==> config.mk <==
export PLATFORM = sky130hd
export DESIGN_NAME = pipe_hazard_ctrl
export DESIGN_NICKNAME = d
export VERILOG_FILES = /design/src/rtl/pipe_pkg.sv /design/src/rtl/pipe_hazard_ctrl_fwd_mux.sv /design/src/rtl/pipe_hazard_ctrl.sv
export SDC_FILE = /design/constraint.sdc
export NUM_CORES = 1
export LEC_CHECK = 0
export ABC_CLOCK_PERIOD_IN_PS = 4500
export CORE_ASPECT_RATIO = 0.5
export CORE_MARGIN = 8
export CORE_UTILIZATION = 34
export DETAILED_ROUTE_END_ITERATION = 7
export PLACE_DENSITY = 0.89
export SLEW_MARGIN = 15
export SYNTH_ARGS = -nofsm -noshare
export SYNTH_HDL_FRONTEND = slang
export SYNTH_SLANG_ARGS = --single-unit
==> constraint.sdc <==
create_clock -name Clk -period 4.5 [get_ports Clk]
set_input_delay 1.35 -clock Clk [delete_from_list [all_inputs] [get_ports Clk]]
set_output_delay 1.35 -clock Clk [all_outputs]
set_load 0.05 [all_outputs]
==> src/rtl/pipe_pkg.sv <==
// Shared constants and helpers for the pipeline hazard controller.
// Register-address width derivation and packed-slice indexing.
package pipe_pkg;

  localparam int unsigned REG_ZERO = 0;

  function automatic int unsigned ra_w(input int unsigned n);
    return (n > 1) ? $clog2(n) : 1;
  endfunction

  function automatic int unsigned lsb_of(
    input int unsigned k,
    input int unsigned w
  );
    return k * w;
  endfunction

endpackage

==> src/rtl/pipe_hazard_ctrl_fwd_mux.sv <==
// Single-operand priority forwarding mux; source 0 is youngest.
// Falls back to the register-file value; x0 is never forwarded.
module fwd_mux
  import pipe_pkg::*;
#(
  parameter int unsigned XLEN      = 32,
  parameter int unsigned FWD_DEPTH = 2,
  parameter int unsigned RA_W      = 5
) (
  input  logic [RA_W-1:0]           rs_i,
  input  logic [XLEN-1:0]           rf_data_i,
  input  logic [FWD_DEPTH-1:0]      src_we_i,
  input  logic [FWD_DEPTH*RA_W-1:0] src_rd_i,
  input  logic [FWD_DEPTH*XLEN-1:0] src_data_i,
  output logic [XLEN-1:0]           op_o
);

  // Walk from the oldest source so the lowest index wins.
  always_comb begin
    op_o = rf_data_i;
    if (rs_i != RA_W'(REG_ZERO)) begin
      for (int k = FWD_DEPTH - 1; k >= 0; k--) begin
        if (src_we_i[k] &&
            src_rd_i[lsb_of(k, RA_W) +: RA_W] == rs_i)
          op_o = src_data_i[lsb_of(k, XLEN) +: XLEN];
      end
    end
  end

endmodule

==> src/rtl/pipe_hazard_ctrl.sv <==
// Load scoreboard, stall/flush and operand forwarding control.
// Define HAZ_PERF_CNT_EN to add stall_cnt_o / flush_cnt_o counters.
module pipe_hazard_ctrl
  import pipe_pkg::*;
#(
  parameter int unsigned XLEN      = 32,
  parameter int unsigned NREG      = 32,
  parameter int unsigned FWD_DEPTH = 2,
  parameter int unsigned LOAD_LAT  = 1,
  localparam int unsigned RA_W     = ra_w(NREG)
) (
  input  logic                      Clk,
  input  logic                      Rst,
  input  logic                      id_valid_i,
  input  logic [RA_W-1:0]           id_rs1_i,
  input  logic [RA_W-1:0]           id_rs2_i,
  input  logic                      id_use_rs1_i,
  input  logic                      id_use_rs2_i,
  input  logic [RA_W-1:0]           id_rd_i,
  input  logic                      id_load_i,
  input  logic [RA_W-1:0]           ex_rs1_i,
  input  logic [RA_W-1:0]           ex_rs2_i,
  input  logic [XLEN-1:0]           ex_rs1_data_i,
  input  logic [XLEN-1:0]           ex_rs2_data_i,
  input  logic [FWD_DEPTH-1:0]      src_we_i,
  input  logic [FWD_DEPTH*RA_W-1:0] src_rd_i,
  input  logic [FWD_DEPTH*XLEN-1:0] src_data_i,
  input  logic                      redirect_i,
  output logic                      stall_if_o,
  output logic                      stall_id_o,
  output logic                      bubble_ex_o,
  output logic                      flush_if_o,
  output logic                      flush_id_o,
  output logic                      flush_ex_o,
  output logic [XLEN-1:0]           op_a_o,
  output logic [XLEN-1:0]           op_b_o
`ifdef HAZ_PERF_CNT_EN
  ,
  output logic [31:0]               stall_cnt_o,
  output logic [31:0]               flush_cnt_o
`endif
);

  localparam int unsigned CW = $clog2(LOAD_LAT + 1);

  if (LOAD_LAT == 0 || LOAD_LAT > FWD_DEPTH) begin : g_bad_lat
    $error("pipe_hazard_ctrl: LOAD_LAT out of range");
  end

  logic [CW-1:0]   busy_q [1:NREG-1];
  logic [CW-1:0]   busy_d [1:NREG-1];
  logic [NREG-1:0] busy_nz;
  logic            ex_load_vld_q, ex_load_vld_d;
  logic [RA_W-1:0] ex_load_rd_q, ex_load_rd_d;
  logic            hazard, stall, dispatch, kill;

  always_comb begin
    busy_nz = '0;
    for (int r = 1; r < NREG; r++)
      busy_nz[r] = (busy_q[r] != '0);
  end

  assign hazard = id_valid_i &
                  ((id_use_rs1_i & busy_nz[id_rs1_i]) |
                   (id_use_rs2_i & busy_nz[id_rs2_i]));
  assign stall    = hazard & ~redirect_i;
  assign dispatch = id_valid_i & id_load_i &
                    (id_rd_i != RA_W'(REG_ZERO)) &
                    ~stall & ~redirect_i;
  // The load one cycle ahead is younger than the redirecting branch.
  assign kill     = redirect_i & ex_load_vld_q;

  always_comb begin
    for (int r = 1; r < NREG; r++) begin
      busy_d[r] = busy_q[r];
      if (busy_q[r] != '0)
        busy_d[r] = busy_q[r] - CW'(1);
      if (kill && ex_load_rd_q == RA_W'(r))
        busy_d[r] = '0;
      if (dispatch && id_rd_i == RA_W'(r))
        busy_d[r] = CW'(LOAD_LAT);
    end
    ex_load_vld_d = dispatch;
    ex_load_rd_d  = id_rd_i;
  end

  always_ff @(posedge Clk) begin
    if (Rst) begin
      busy_q        <= '{default: '0};
      ex_load_vld_q <= 1'b0;
      ex_load_rd_q  <= '0;
    end else begin
      busy_q        <= busy_d;
      ex_load_vld_q <= ex_load_vld_d;
      ex_load_rd_q  <= ex_load_rd_d;
    end
  end

  assign stall_if_o  = stall;
  assign stall_id_o  = stall;
  assign bubble_ex_o = stall;
  assign flush_if_o  = redirect_i;
  assign flush_id_o  = redirect_i;
  assign flush_ex_o  = redirect_i;

  fwd_mux #(
    .XLEN(XLEN), .FWD_DEPTH(FWD_DEPTH), .RA_W(RA_W)
  ) u_fwd_a (
    .rs_i      (ex_rs1_i),
    .rf_data_i (ex_rs1_data_i),
    .src_we_i  (src_we_i),
    .src_rd_i  (src_rd_i),
    .src_data_i(src_data_i),
    .op_o      (op_a_o)
  );

  fwd_mux #(
    .XLEN(XLEN), .FWD_DEPTH(FWD_DEPTH), .RA_W(RA_W)
  ) u_fwd_b (
    .rs_i      (ex_rs2_i),
    .rf_data_i (ex_rs2_data_i),
    .src_we_i  (src_we_i),
    .src_rd_i  (src_rd_i),
    .src_data_i(src_data_i),
    .op_o      (op_b_o)
  );

`ifdef HAZ_PERF_CNT_EN
  logic [31:0] stall_cnt_q, stall_cnt_d;
  logic [31:0] flush_cnt_q, flush_cnt_d;

  always_comb begin
    stall_cnt_d = stall_cnt_q + {31'd0, stall};
    flush_cnt_d = flush_cnt_q + {31'd0, redirect_i};
  end

  always_ff @(posedge Clk) begin
    if (Rst) begin
      stall_cnt_q <= '0;
      flush_cnt_q <= '0;
    end else begin
      stall_cnt_q <= stall_cnt_d;
      flush_cnt_q <= flush_cnt_d;
    end
  end

  assign stall_cnt_o = stall_cnt_q;
  assign flush_cnt_o = flush_cnt_q;
`endif

endmodule
==> run summary, run 1 <==
Die H: 89.7 um
Filler cell count: 395
Clock Skew: 0.00820 ns
Hold-fix buffers at CTS: 0
Crit-path cells: buf_2, xor2_2, nor4_2, nand3_2, buf_6, buf_16, o31ai_2, buf_4, a2bb2oi_2, buf_12
Crit-path max FO: 10
CTS Buf Count: 5
Hold/Removal Path Class: reg2reg
CTS root buf: clkbuf_16
Fmax: 0.216 GHz
Die ar.: 0.0146 mm2
Final period util: 103%
Fraction of registers with async set/reset: 0%
Clk sinks: 31
First-pass GRT wire length: 35.4 mm
Worst slew margin: 36.1%
Longest Clk Path Bufs: 2
Largest net degree at the start of global routing: 33
Gr ovfl total: 0
Sw Pwr: 603 uW
Number of global-route vias before repair: 5783
Pint: 1.00 mW
Slew Limit Fails: 0
MaxCap Viol Count: 0
Least-Margin Pin Slew: 0.958 ns
Clk pwr share: 22.3%
Hold Fails Final Rpt: 0
Ys Warns: 0
Post-synthesis cell area: 0.00369 mm2
Initial antenna violation count: 2
Cell count after synthesis: 443
Die X: 163 um
Total Power: 1.61 mW
Synthesis-stage register bit count: 31
Maximum VDD drop: 0.136 mV
Share of cells above drive strength 1: 48.6%
Core region area: 0.0108 mm2
Final TNS setup: -0.651 ns
Num rows: 27
Crit path DAT: 3.28 ns
Residual DRC: 0
Vias per cell: 6.86
Register Area: 621 um2
Failing checks: negative setup slack
Setup violators final: 15
Top FF cell, synth: dfxtp_1
DR iter-0 viols: 637
IO Count: 242
Cell total after placement: 813
Syn avg cell area: 8.33 um2
Critical Path Sink Type: output port
Reg clk slew, reported paths: 0.05 ns
Status: finished, violations left
Initial Util: 34.3%
Post-synthesis cell type count: 42
Global Route Usage Sum: 31.8%
Routed wire length per instance: 33.7 um
Setup CP Type: in2out
Cell Count, Final, Fillers Out: 851
EDFF count, synth: 0
Worst path max stage delay: 0.31 ns
Final min period: 4.63 ns
Pleak: 3.46 nW
CTS tree: built
Post-synth net total: 615
Max reg flops: 31
Post-DRT Antenna Nets: 0
Final layout net count: 875
CTS H-Tree Depth: 2
Final wirelength: 28.7 mm
Reg power frac: 17.1%
CP Launch Type: input pin
Pwr dens: 168 mW/mm2
Post-synthesis sequential area ratio: 16.8%
Detailed placement HPWL: 15.8 mm
Via count: 5835
Worst skew pair latency: 0.28 ns
RSZ-0062 raised after global routing: yes
Port bufs: 241
Worst EP required: 3.15 ns
Reg-to-reg setup timing slack: 2.02 ns
Switching Share: 37.5%
Multi-input logic area: 0.00462 mm2
Routability-driven placement congestion ratio: 1.06
Setup ws final: -0.127 ns
Combinational group share of total power: 60.6%
Slowest cell on crit path: nor4_2
DRT Pass-1 Iters: 5
Syn-to-layout area delta: 160%
## placed cells by master (no fill, tap or decap), types with 15 or more instances in the layout
master,n
buf_6,21
nand2_1,20
o31ai_4,43
clkdlybuf4s50_1,147
o31ai_2,17
nor3_1,22
buf_4,40
a2bb2oi_4,47
buf_12,76
a2bb2oi_2,15
nand3b_1,65
dfxtp_1,31
## final timing paths
check / startpoint / to / cells past startpoint
worst max-delay path: ex_rs1_i[0] / op_a_o[9] / 10
worst min-delay path: busy_nz[10] / busy_nz[19] / 5
worst max register to register: busy_nz[16] / busy_nz[4] / 6
worst min register to register: busy_nz[10] / busy_nz[19] / 5
## final cells by class
type	instances	share of cell area, %
Timing Repair Buffer	314	41.7
Inverter	4	0.157
Antenna cell	2	0.0522
Sequential cell	31	6.47
Tap cell	145	1.89
Multi-Input combinational cell	347	48.1
Clock buffer	8	1.63
## metrics by stage
stage	utilization [%]	setup WS, ns	hold WS (ns)	instance area [um2]
after global routing	89.0	-0.209	1.50	9590
after detailed placement	66.0	-0.427	1.38	7120
final	89.0	-0.127	1.47	9590
after CTS	81.5	0.00242	1.42	8780
after floorplan	-	-0.314	0.932	3730
after global placement	66.0	-0.367	1.34	7120
## logic make-up after synthesis
group	after synthesis	share of synthesized area (%)
compound gates	139	31.0
xor+xnor	20	4.75
buf+inv	65	8.03
flops	31	16.8
mux	23	10.7
simple gates	165	28.7
## worst max-delay path: cells and delay by family
kind	cells	cell delay [ns]
compound gates	2	0.32
xor+xnor	1	0.19
buf+inv	5	0.88
simple gates	2	0.53
## power groups by stage
stage,sequential (mW),combinational [mW],clock (mW)
4_1_cts,0.276,0.871,0.351
2_1_floorplan,0.281,0.326,0
3_3_place_gp,0.281,0.746,0
3_5_place_dp,0.281,0.758,0
5_1_grt,0.275,0.994,0.370
6_report,0.276,0.974,0.358
## cell usage after synthesis, types with 3 or more instances
master,count,area [um2]
nor4b_2,4,60.1
nand2b_1,3,18.8
nor2_1,10,37.5
clkbuf_1,39,146
inv_1,4,15.0
and2_1,3,18.8
mux2i_1,9,90.1
xnor2_1,4,35.0
nand3_1,8,40.0
nor3_1,22,110
buf_4,6,45.0
nand2_1,22,82.6
nor4_1,8,50.1
o31ai_1,64,480
nand4_1,3,18.8
nor2b_1,5,31.3
dfxtp_1,31,621
a2bb2oi_1,62,543
nand3b_1,65,488
mux4_2,13,293
buf_2,12,60.1
xor2_1,16,140
nand4b_1,3,26.3
## metal layers
layer	track usage, %	vias up	share of wire (%)
met5	0	-	0.12
li1	-	2269	-
met4	15.6	2	7.5
met2	53.6	569	46
met3	7.37	164	10
met1	38.2	2831	36
## repair_timing
item | 4_1_cts | 5_1_grt
pin swaps | 22 | 30
setup endpoints to repair | 67 | 67
gates cloned | 7 | 3
gates resized for setup | 272 | 126
buffers inserted | 19 | 4
No activity file was read; power rests on OpenSTA's default activity.
==> run 2: changes to the inputs <==
Settings changed: SETUP_SLACK_MARGIN set to 0.4, SKIP_LAST_GASP set to 1.
==> run 2 against run 1 <==
The run now fails in clock tree synthesis. Synthesized cell count unchanged. Area after synthesis unchanged.
==> run summary, run 2 <==
Status: aborted with a tool error
Failing step: clock tree synthesis
Error: [ERROR DPL-0033] detailed placement checks failed during check placement.
Share of the synthesized area in the top cell type: 16.8%
Most frequent cell after synthesis: nand3b_1
IO Count: 242
Largest cells by area after synthesis: dfxtp_1 17%, a2bb2oi_1 15%, nand3b_1 13%, o31ai_1 13%, mux4_2 7.9%
Die H: 89.7 um
Top FF cell, synth: dfxtp_1
Initial Util: 34.3%
Longest Clk Path Bufs: 2
Ys Warns: 0
Num rows: 27
Cell total after placement: 882
Area post-placement: 0.00887 mm2
EDFF count, synth: 0
CTS Buf Count: 5
Post-synthesis cell area: 0.00369 mm2
Area leader, netlist: dfxtp_1
Clk sinks: 31
Synthesis-stage register bit count: 31
Die X: 163 um
Post-synth net total: 615
Routability-driven placement congestion ratio: 0.994
Port bufs: 241
Fraction of registers with async set/reset: 0%
Post-synthesis cell type count: 42
CTS root buf: clkbuf_16
Detailed placement HPWL: 19.0 mm
Cell count after synthesis: 443
Syn avg cell area: 8.33 um2
Hold-fix buffers at CTS: 0
Post-synthesis sequential area ratio: 16.8%
Post-synth top cells: 65 x nand3b_1, 64 x o31ai_1, 62 x a2bb2oi_1
Postcts setup bufs: 18
CTS H-Tree Depth: 2
Cts repair resizes: 288
==> run 2: metrics by stage <==
stage / TNS [ns] / setup WS, ns / hold slack (ns)
after floorplan: -0.0568 / -0.0284 / 0.932
after global placement: -26.19 / -0.425 / 1.04
after detailed placement: -33.88 / -0.572 / 1.04
==> run 2: cells by family after synthesis <==
family | share of synthesized area (%)
xor+xnor | 4.75
compound gates | 31.0
mux | 10.7
simple gates | 28.7
buf+inv | 8.03
flops | 16.8
==> run 3: changes to the inputs <==
Settings changed: ABC_CLOCK_PERIOD_IN_PS 4500 to 5900, CORE_ASPECT_RATIO 0.5 to not set, CORE_UTILIZATION 34 to 30, PLACE_DENSITY 0.89 to not set, PLACE_DENSITY_LB_ADDON set to 0.15, SETUP_SLACK_MARGIN 0.4 to not set.
Clock period 4.5 ns to 5.9 ns, I/O delays scaled along.
==> run 3 against run 2 <==
The run now ends clean.
==> run summary, run 3 (same netlist as run 1, synthesis figures left out) <==
Setup CP Type: in2out
Crit path DAT: 4.00 ns
Worst path max stage delay: 0.48 ns
Critical path's top delay family: buffers and inverters
Setup ws final: 0.130 ns
Share of cells above drive strength 1: 18.7%
DR iter-0 viols: 364
First-pass GRT wire length: 29.8 mm
Residual DRC: 0
Setup violators final: 0
Number of global-route vias before repair: 4756
Hold Fails Final Rpt: 0
Core region area: 0.0120 mm2
CTS H-Tree Depth: 2
Status: finished clean
Syn-to-layout area delta: 91.9%
Final wirelength: 19.5 mm
Maximum VDD drop: 0.193 mV
Slowest cell on crit path: clkdlybuf4s50_1
Vias per cell: 5.78
CTS root buf: clkbuf_16
Routability-driven placement congestion ratio: 0.924
Final min period: 5.77 ns
Commonest non-fill, non-tap cell in the layout: clkdlybuf4s50_1
Die X: 127 um
DRT Pass-1 Iters: 6
Gr ovfl total: 0
Least-Margin Pin Slew: 0.712 ns
Initial Util: 30.7%
Worst EP required: 4.13 ns
Detailed placement HPWL: 15.7 mm
CP Launch Type: input pin
Via count: 4644
Reg clk slew, reported paths: 0.05 ns
Port bufs: 241
Hold/Removal Path Class: reg2reg
Commonest cells after routing, fill and taps aside: 173 x clkdlybuf4s50_1, 71 x buf_12, 65 x nand3b_1
Clk sinks: 31
Pwr dens: 142 mW/mm2
Die H: 127 um
CTS Buf Count: 5
Max reg flops: 31
Routed wire length per instance: 24.2 um
Final TNS setup: 0 ns
Worst skew pair latency: 0.27 ns
RSZ-0062 raised after global routing: no
Num rows: 40
MaxCap Viol Count: 0
CP bufs+invs: 3
Worst slew margin: 52.5%
Initial antenna violation count: 5
Fmax: 0.173 GHz
Final period util: 97.8%
Slew Limit Fails: 0
Die ar.: 0.0161 mm2
Largest net degree at the start of global routing: 33
Critical Path Sink Type: output port
Final layout net count: 827
IO Count: 242
Clock Skew: 0.00253 ns
Crit-path cells: clkdlybuf4s50_1, xor2_1, nor4_1, nand3_1, a21boi_2, buf_4, a2bb2oi_1, buf_12
CTS tree: built
Crit-path max FO: 16
Longest Clk Path Bufs: 2
Pleak: 2.59 nW
Pre-CTS setup slack: 0.0684 ns
Post-DRT Antenna Nets: 0
Global Route Usage Sum: 23.3%
[run 3: where the power goes]
| part | switching [mW] | internal, mW |
|---|---|---|
| logic | 0.277 | 0.291 |
| clock network | 0.0753 | 0.150 |
| registers | 0.000183 | 0.210 |
| total | 0.353 | 0.652 |
[run 3: path summary, 6_finish.rpt]
kind / startpoint / to / slack [ns] / cells after the start
worst max-delay path: ex_rs2_i[0] / op_b_o[9] / 0.13 / 8
worst min-delay path: busy_nz[2] / busy_nz[11] / 1.35 / 5
worst max register to register: busy_nz[15] / busy_nz[10] / 3.79 / 6
worst min register to register: busy_nz[2] / busy_nz[11] / 1.35 / 5
[run 3: worst reg2reg max path: stages, from the launching register on]
cell and delay [ns]:
dfxtp_1 0.32, mux4_2 0.47, o2bb2ai_1 0.13, a311oi_1 0.07, o311a_4 0.38, buf_4 0.24
nor4_1 0.38
[run 3: stage by stage]
stage,power [mW],hold slack (ns),instance area (um2),instances,util (%)
2_1_floorplan,0.460,0.931,3690,443,-
3_3_place_gp,0.777,1.30,6940,795,57.8
3_5_place_dp,0.782,1.34,6940,795,57.8
4_1_cts,1.01,1.35,7070,801,58.8
5_1_grt,1.04,1.43,7080,804,59.0
6_report,1.00,1.35,7080,804,59.0
[run 3: what timing repair did]
item                                    in CTS  in global routing
endpoints found under the setup margin       0                  4
buffers inserted                             0                  0
hold buffers                                 0                  0
resized for setup                            0                  2
[run 3: cell type report]
| type | instances | area, um2 |
|---|---|---|
| antenna | 3 | 7.51 |
| timing repair buffer | 266 | 3320 |
| inverter | 4 | 15.0 |
| tap | 147 | 184 |
| multi-input combinational | 347 | 2810 |
| clock buffer | 6 | 129 |
| fill | 1013 | 4930 |
| sequential | 31 | 621 |
[run 3: metal layers]
| layer | track usage (%) | share of wire, % |
|---|---|---|
| met1 | 26.8 | 39 |
| met2 | 40.3 | 49 |
| met3 | 6.16 | 8.5 |
| met4 | 9.24 | 3.2 |
| met5 | 0 | 0.13 |
==> edit: new RTL, config.mk and constraints of run 1 <==
Set the parameter `NREG` to 48 (it was 32).
--- a/src/rtl/pipe_hazard_ctrl.sv
+++ b/src/rtl/pipe_hazard_ctrl.sv
@@ -4,7 +4,7 @@
   import pipe_pkg::*;
 #(
   parameter int unsigned XLEN      = 32,
-  parameter int unsigned NREG      = 32,
+  parameter int unsigned NREG      = 48,
   parameter int unsigned FWD_DEPTH = 2,
   parameter int unsigned LOAD_LAT  = 1,
   localparam int unsigned RA_W     = ra_w(NREG)
Ports: changed (6 resized); port bits go from 242 to 249. The function was not compared with the original's and may differ.
==> edit against run 1 <==
  * The run ends with design-rule violations, negative setup slack left
  * Sequential cell count is 16 higher
  * Cell area is 5.9% higher
  * Clock power is 27% higher
  * Sequential power is 51% higher
  * Synthesized area is 2.4% higher
  * First-iteration DRC count is 78% higher
  * Count of clock-buffer cells in the layout is 2 lower
  * Worst setup slack worse by 1.6 ns
  * Clock skew is 0.0023 ns higher
  * Wire length is 44% higher
  * Via count is 19% higher
  * Total power is 16% higher
  * Critical path type unchanged
  * Highest routed layer unchanged
==> edit: results (changes against run 1) <==
Global route
  – Vias in the first global route: 6402 (+11%)
  – Largest net degree at the start of global routing: 47 (+42%)
  – Initial antenna violation count: 8 (+6)
  – GRT Util Overall: 0.384 (+0.0666)
  – First-pass GRT wire length: 43.9 mm (+24%)

CTS
  – CTS clock-pin slew for the worst setup and hold paths: 0.07 ns (+0.02 ns)
  – Post-CTS Resized: 329 (+21%)
  – Clock latency on the worst-skew pair: 0.30 ns (+0.02 ns)

Synth
  – Post-synthesis compound-gate area fraction: 0.166 (-0.144)
  – Area contributors post-synth: dfxtp_1 (25%), mux2i_1 (12%), mux4_2 (11%)
  – Sequential area share after synthesis: 0.249 (+0.0808)
  – Syn_nets: 646 (+5.0%)
  – Synth cell count leaders: nor3_1 (48), dfxtp_1 (47), mux2i_1 (47), nand2_1 (47), nor2_1 (38)
  – Synth Area per Inst: 8.09 sq um (-2.9%)
  – Netlist cell types: 43 (+2.4%)
  – Multiplexer share of the synthesized area: 0.244 (+0.137)

Place
  – GP Congestion: 0.903 (-15%)
  – Number of port buffers: 248 (+2.9%)
  – Placed cells: 874 (+7.5%)
  – Post-DP HPWL: 15.2 mm (-3.5%)
  – Dpl cell area: 0.00793 sq mm (+11%)

Final layout
  – Fillers: 274 (-31%)
  – Final net count: 947 (+8.2%)
  – Share of layout cells above drive strength 1: 0.563 (+0.0773)

Worst setup path
  – Setup crit end: op_a_o[23]
  – Critical path's top delay family: simple AND/OR/NAND/NOR gates
  – Worst R2R End: busy_nz[11]
  – Reg-to-Reg Start: busy_nz[33]
  – Crit path max fanout: 6 (-4)
  – Crit path from: src_rd_i[7]
  – Worst reg-to-reg path cell count: 8 (+2)
  – Reg2reg setup slack: 1.58 ns (-0.44 ns)
  – Critical Path AT: 4.91 ns (+1.63 ns)
  – Worst stage delay on the critical path: 1.24 ns (+0.93 ns)

Route
  – Wire length on met3: 7.46 mm (+160%)
  – Met2 wire len: 15.7 mm (+19%)
  – Initial drt markers: 1134 (+78%)
  – DR WL/cell: 44.9 um (+33%)
  – Vias/cell: 7.56 (+10%)
  – Final Routed Wirelength: 41.2 mm (+44%)
  – DR DRC count: 27 (+27)
  – M1 WL: 13.1 mm (+26%)

Worst hold path
  – Hold Crit Depth: 7 (+2)
  – Hold_sp: busy_nz[41]
  – Endpoint, Worst Hold: busy_nz[6]

Timing
  – Setup_tns: -63.78 ns (-63.13 ns)
  – Clock skew: 0.0105 ns (+0.00229 ns)
  – Final setup margin: -1.76 ns (-1.63 ns)
  – Final setup vio count: 67 (+52)
  – Final hold slack: 1.32 ns (-0.140 ns)

Status
  – Failing checks: design-rule violations, negative setup slack
  – Status: complete, but fails checks
-- edit: cell families (layout without fill, tap and decap cells) --
family | Yosys count | count (layout)
other | 0 | 4
buffers and inverters | 44 | 346
AOI/OAI and AO/OA | 108 | 108
xor gates and xnor gates | 24 | 24
and+or+nand+nor | 175 | 175
muxes | 69 | 69
DFF | 47 | 47
-- edit: power by group --
group / switching, W / internal [W]
clock: 0.000177 / 0.000280
combinational: 0.000535 / 0.000464
sequential: 0.000000397 / 0.000416
total: 0.000712 / 0.00116
-- edit: final cells by class --
type,count,share of cell area
sequential,47,0.0926
clock inverter,2,0.00382
multi-input combinational,376,0.437
timing repair buffer,338,0.435
clock buffer,6,0.0137
antenna,4,0.000985
tap,145,0.0179
-- edit: routing by layer --
metal	GRT usage	vias to the layer above
met5	0	-
met4	0.304	10
met3	0.113	413
met2	0.614	1012
met1	0.421	3160
li1	-	2349
